File: src/rtl/deserializer_pkg.sv
// Shared types and default sizes for the serial-to-parallel deserializer.
package deserializer_pkg;

  localparam int W_DATA   = 16;                  // parallel word width
  localparam int W_MOD    = $clog2(W_DATA);      // bit-count field; 0 encodes a full word
  localparam int MIN_BITS = 3;                   // shortest partial burst that is kept
  localparam int CNT_W    = $clog2(W_DATA + 1);  // bit counter must reach W_DATA

  typedef enum logic {
    IDLE    = 1'b0,
    COLLECT = 1'b1
  } state_t;

endpackage

File: src/rtl/deserializer_if.sv
// Serial input stream and parallel output word of the deserializer.
//
// Handshake: ser_data is meaningful only in cycles where ser_data_val is 1;
// there is no backpressure, every valid bit is consumed on the rising edge.
// On the output side deser_data_val is a one-cycle pulse with no ready:
// deser_data / deser_data_mod must be taken in that cycle (they also hold
// their value afterwards until the next pulse). err is a one-cycle pulse
// reporting a dropped short burst.
interface deserializer_if;
  import deserializer_pkg::*;

  logic              ser_data;
  logic              ser_data_val;
  logic [W_DATA-1:0] deser_data;
  logic [W_MOD-1:0]  deser_data_mod;
  logic              deser_data_val;
  logic              deser_busy;
  logic              err;

  // Upstream side: drives the serial stream, observes the parallel result.
  modport master (
    output ser_data, ser_data_val,
    input  deser_data, deser_data_mod, deser_data_val, deser_busy, err
  );

  // Deserializer side.
  modport slave (
    input  ser_data, ser_data_val,
    output deser_data, deser_data_mod, deser_data_val, deser_busy, err
  );

endinterface

File: src/rtl/deserializer.sv
// Rebuilds MSB-first serial bursts into left-aligned parallel words.
// Full words (W_DATA contiguous valid bits) are emitted with mod = 0; shorter
// bursts of at least MIN_BITS are emitted with their bit count; shorter ones
// are dropped with an err pulse.
module deserializer
  import deserializer_pkg::*;
(
  input  logic           clk_i,
  input  logic           srst_i,
  deserializer_if.slave  bus,
  output state_t         dbg_state_o
);

  state_t            state_q, state_d;
  logic [W_DATA-1:0] sh_q, sh_d;
  logic [CNT_W-1:0]  cnt_q, cnt_d;
  logic [W_DATA-1:0] data_q, data_d;
  logic [W_MOD-1:0]  mod_q, mod_d;
  logic              val_q, val_d;
  logic              err_q, err_d;

  // Write position of the incoming bit; W_DATA is a power of two, so the
  // counter's low W_MOD bits index the shift register directly.
  logic [W_MOD-1:0]  wr_idx;
  logic [W_DATA-1:0] word_in;

  // Next-state, shift register, counter and output-register computation.
  always_comb begin
    state_d = state_q;
    sh_d    = sh_q;
    cnt_d   = cnt_q;
    data_d  = data_q;
    mod_d   = mod_q;
    val_d   = 1'b0;
    err_d   = 1'b0;

    wr_idx           = W_MOD'(W_DATA - 1) - cnt_q[W_MOD-1:0];
    word_in          = sh_q;
    word_in[wr_idx]  = bus.ser_data;

    case (state_q)
      IDLE: begin
        // sh_q and cnt_q are always zero here, so word_in holds just bit 0.
        if (bus.ser_data_val) begin
          sh_d    = word_in;
          cnt_d   = CNT_W'(1);
          state_d = COLLECT;
        end
      end
      COLLECT: begin
        if (bus.ser_data_val) begin
          if (cnt_q == CNT_W'(W_DATA - 1)) begin
            // Last bit of a full word: present it and restart immediately.
            data_d  = word_in;
            mod_d   = '0;
            val_d   = 1'b1;
            sh_d    = '0;
            cnt_d   = '0;
            state_d = IDLE;
          end else begin
            sh_d  = word_in;
            cnt_d = cnt_q + CNT_W'(1);
          end
        end else begin
          // Burst ended early: keep it if long enough, otherwise flag it.
          if (cnt_q >= CNT_W'(MIN_BITS)) begin
            data_d = sh_q;
            mod_d  = cnt_q[W_MOD-1:0];
            val_d  = 1'b1;
          end else begin
            err_d = 1'b1;
          end
          sh_d    = '0;
          cnt_d   = '0;
          state_d = IDLE;
        end
      end
      default: begin
        sh_d    = '0;
        cnt_d   = '0;
        state_d = IDLE;
      end
    endcase
  end

  // State and output registers; reset wins over any input in the same cycle.
  always_ff @(posedge clk_i) begin
    if (srst_i) begin
      state_q <= IDLE;
      sh_q    <= '0;
      cnt_q   <= '0;
      data_q  <= '0;
      mod_q   <= '0;
      val_q   <= 1'b0;
      err_q   <= 1'b0;
    end else begin
      state_q <= state_d;
      sh_q    <= sh_d;
      cnt_q   <= cnt_d;
      data_q  <= data_d;
      mod_q   <= mod_d;
      val_q   <= val_d;
      err_q   <= err_d;
    end
  end

  assign bus.deser_data     = data_q;
  assign bus.deser_data_mod = mod_q;
  assign bus.deser_data_val = val_q;
  assign bus.err            = err_q;
  assign bus.deser_busy     = (state_q == COLLECT);
  assign dbg_state_o        = state_q;

endmodule

File: src/flat_wrapper.sv
// flat-port wrapper written by rule: the top's interface ports become plain ports
module deserializer_flat import deserializer_pkg::*;
  (clk_i, srst_i, dbg_state_o, bus_ser_data, bus_ser_data_val, bus_deser_data, bus_deser_data_mod, bus_deser_data_val, bus_deser_busy, bus_err);
  deserializer_if bus_i ();
  input  logic clk_i;
  input  logic srst_i;
  output state_t dbg_state_o;
  input wire logic [$bits(bus_i.ser_data)-1:0] bus_ser_data;
  input wire logic [$bits(bus_i.ser_data_val)-1:0] bus_ser_data_val;
  output wire logic [$bits(bus_i.deser_data)-1:0] bus_deser_data;
  output wire logic [$bits(bus_i.deser_data_mod)-1:0] bus_deser_data_mod;
  output wire logic [$bits(bus_i.deser_data_val)-1:0] bus_deser_data_val;
  output wire logic [$bits(bus_i.deser_busy)-1:0] bus_deser_busy;
  output wire logic [$bits(bus_i.err)-1:0] bus_err;
  assign bus_i.ser_data = bus_ser_data;
  assign bus_i.ser_data_val = bus_ser_data_val;
  assign bus_deser_data = bus_i.deser_data;
  assign bus_deser_data_mod = bus_i.deser_data_mod;
  assign bus_deser_data_val = bus_i.deser_data_val;
  assign bus_deser_busy = bus_i.deser_busy;
  assign bus_err = bus_i.err;
  deserializer u_core (.clk_i(clk_i), .srst_i(srst_i), .bus(bus_i), .dbg_state_o(dbg_state_o));
endmodule
File: config.mk
export PLATFORM = sky130hd
export DESIGN_NAME = deserializer_flat
export DESIGN_NICKNAME = d
export VERILOG_FILES = /design/src/rtl/deserializer_pkg.sv /design/src/rtl/deserializer_if.sv /design/src/rtl/deserializer.sv /design/src/flat_wrapper.sv
export SDC_FILE = /design/constraint.sdc
export NUM_CORES = 1
export LEC_CHECK = 0
export BUFFER_PORTS_ARGS = -buffer_cell sky130_fd_sc_hd__buf_2
export CAP_MARGIN = 20
export CORE_UTILIZATION = 50
export DETAILED_ROUTE_END_ITERATION = 6
export GPL_TIMING_DRIVEN = 0
export MAX_ROUTING_LAYER = met4
export PLACE_DENSITY = 0.7
export SETUP_SLACK_MARGIN = 0.02
export SYNTH_ARGS = -nofsm -noshare
export SYNTH_HDL_FRONTEND = slang
export SYNTH_SLANG_ARGS = --single-unit
File: constraint.sdc
create_clock -name clk_i -period 2.3 [get_ports clk_i]
set_input_delay 0.345 -clock clk_i [delete_from_list [all_inputs] [get_ports clk_i]]
set_output_delay 0.345 -clock clk_i [all_outputs]
set_load 0.05 [all_outputs]
==> run metrics <==
Worst Tran Pin Value 0.619 ns; Synth Area in Simple Gates between 10% and 20%; synthesis-stage register bit count 44; largest area contributor in the netlist dfxtp_1; Hold Crit Class primary input to flop; cts-stage hold buffer count 0; WP buf/inv 2; Int Power 1.04 mW; ant diodes 0; Util after Layout 59.2%; TritonCTS clock tree yes; PwrDens 539 nW/um^2; dpl cells 342; Chip Height 70.5 um; final worst path period need approximately 2.1 ns; failing checks design-rule violations; Post-DP Area ~2500 sq um; largest family of logic cells by synthesized area compound AO/OA/AOI/OAI gates; syn nets 274; final instance area about 2600 sq um; worst skew pair latency 0.30 ns; WL/cell 15.9 um; vias post-DR 2074; clk slew on worst S/H paths ~0.080 ns; GRT Overall Usage 24.4%; CP Max Fanout 10; Critical Path AT 2.31 ns; First-pass DRT Iterations 7; Initial Utilization 52.8%; Clock power frac 35.9%; layout cells sized above 1 24.8%; count of cell types in the netlist 44; Sw Ratio 26.3%; total detailed-routing wirelength 5.58 mm; Mapped Area ~2300 sq um; cts bufs inserted 5; vias in the first global route ~1800; Synth Area per Inst 8.86 sq um; largest net degree at the start of global routing 14; Main synth FF type dfxtp_1; Reg power frac 54.6%; Slew Limit Fails 0; deepest clock path buffer count 2; Switch Pwr 373 uW; antenna-violating nets left 0; hpwl dp 4.00 mm; adder-cell share of the synthesized area ~2.7%; Core Region 4440 sq um; top post-synthesis cells by count dfxtp_1, a21oi_1, nand2_1; top routing layer in use met4; mux cell area share after synthesis 5.59%; kind of cell adding the most delay to the critical path flip-flops; Final Setup Violations 0; status finished with violations; XOR/XNOR Fraction of Synth Area 0%; fin crit share 93.0%; DR WL met3 335 um; DRC violations left 8; YS warnings 0; cells after synthesis between 200 and 300; Leak between 1 and 1.5 nW; Remaining Overflow, GRT 0; dpl ws 0.201 ns; Final Skew 0.00503 ns; count leader, synth dfxtp_1; wl on met1 2.70 mm; initial antenna violation count 0; Root Buffer clkbuf_8; IO Count 28; PortBufs 25; CP startpoint kind flop; clk sink count 44; Rows 24; async set-reset flop share out of synthesis 0%; Final Hold Viols 0; post-CTS setup buffer count 0; CP required ~2.5 ns; WL met2 2.44 mm; CP peak stage delay 0.55 ns; Finished Layout Cells 350; Die W between 70 and 80 um; compound-cell area share of the yosys netlist 29.6%; Fillers 397; CP max-delay cell dfxtp_1; crit-path cells ha_1, and4b_1, buf_6, o22ai_4, nor2_4, buf_2, a211oi_2; Area growth syn-to-layout 12.0%; Worst VDD drop 253 uV; slew margin rel. 58.7%; Peak Freq 468 MHz; final setup margin 0.162 ns; top-area cell type share of the netlist area 37.5%; kind of critical path flop to flop; number of max-cap violations 0; routability cong. 0.882; H-tree levels 2; die area around 5000 sq um; vias per cell 5.93; CP endpoint kind flop; EDFF count, synth 0; TNS Setup 0 ns; unrepaired setup endpoints after global routing no; Total Nets Final ~310; top post-synthesis cells by area dfxtp_1, a21oi_1, a211oi_2; part of the power in combinational logic a little under a tenth; Resized Gates After CTS 0; sequential element share of the synthesized area 37.5%; first-pass GRT wire length 9.19 mm; DRT iter0 DRCs ~210
power by group through the flow:
stage	Clock [mW]	Sequential (mW)	Combinational, mW
final	0.509	0.774	0.135
after global routing	0.546	0.775	0.148
after CTS	0.521	0.774	0.134
after detailed placement	0	0.792	0.134
after global placement	0	0.791	0.133
after floorplan	0	0.798	0.0933
tightest hold or removal path, stage by stage:
cell	delay, ns
buf_2	0.12
a211oi_2	0.07
buf_6	0.14
area by class of cell:
cell class / count / area [sq um] / area share (%)
plain buffers: 29 / 179 / 6.80
clock buffers: 6 / 82.6 / 3.14
clock inverters: 2 / 10.0 / 0.380
inverters: 17 / 63.8 / 2.43
multi-input cells: 175 / 1220 / 46.6
flip-flops and latches: 44 / 881 / 33.5
well taps: 52 / 65.1 / 2.47
repair buffers: 25 / 125 / 4.76
cells by family after synthesis:
family                     count (synthesis)
DFF                                       44
and+or+nand+nor                           65
buffers and inverters                     46
muxes                                     13
adders and majority gates                  5
AOI/OAI and AO/OA                         92
registers in the layout, indices dropped and copies added, names as in the netlist:
name                       cells
u_core.bus.err                 1
u_core.bus.deser_busy          1
u_core.bus.deser_data_mod      4
u_core.cnt_q                   5
u_core.bus.deser_data_val      1
u_core.sh_q                   16
u_core.bus.deser_data         16
metrics by stage:
step	hold slack [ns]	total power [mW]
after floorplan	0.429	0.891
after global placement	0.441	0.925
after detailed placement	0.442	0.925
after CTS	0.426	1.43
after global routing	0.456	1.47
final	0.434	1.42
cell usage in the layout, fill, tap and decap left out, types with 2 or more instances in the layout:
master	instances
a211oi_1	6
a211oi_2	11
a21oi_1	28
a21oi_2	11
a311oi_1	2
a31oi_1	5
a32o_1	2
a41oi_1	3
buf_1	5
buf_2	32
buf_6	4
clkbuf_1	10
clkbuf_8	6
clkinv_2	2
dfxtp_1	44
ha_1	5
inv_1	17
mux2i_1	12
nand2_1	19
nand2b_1	2
nand3_1	12
nand3b_1	3
nand4_1	6
nor2_1	7
nor2b_1	3
nor3_1	6
o21ai_0	6
o22ai_1	10
o32ai_1	2
per-layer routing:
layer | global-route usage (%) | vias up
met3 | 3.56 | 10
met5 | - | -
met1 | 34.9 | 971
met2 | 34.8 | 70
met4 | 9.33 | 0
li1 | - | 1023
worst paths after layout:
kind         cells after the start                                     end  slack [ns]                    startpoint
max                              7  u_core.bus.deser_data[11]$_SDFFE_PP0P_        0.16  u_core.cnt_q[0]$_SDFFE_PP0P_
min reg2reg                      2             u_core.sh_q[3]$_SDFFE_PP0P_        0.45   u_core.sh_q[3]$_SDFFE_PP0P_
max reg2reg                      7  u_core.bus.deser_data[11]$_SDFFE_PP0P_        0.16  u_core.cnt_q[0]$_SDFFE_PP0P_
min                              3        u_core.bus.deser_busy$_SDFF_PP0_        0.43                        srst_i
Power figures use the tool's default switching activity.
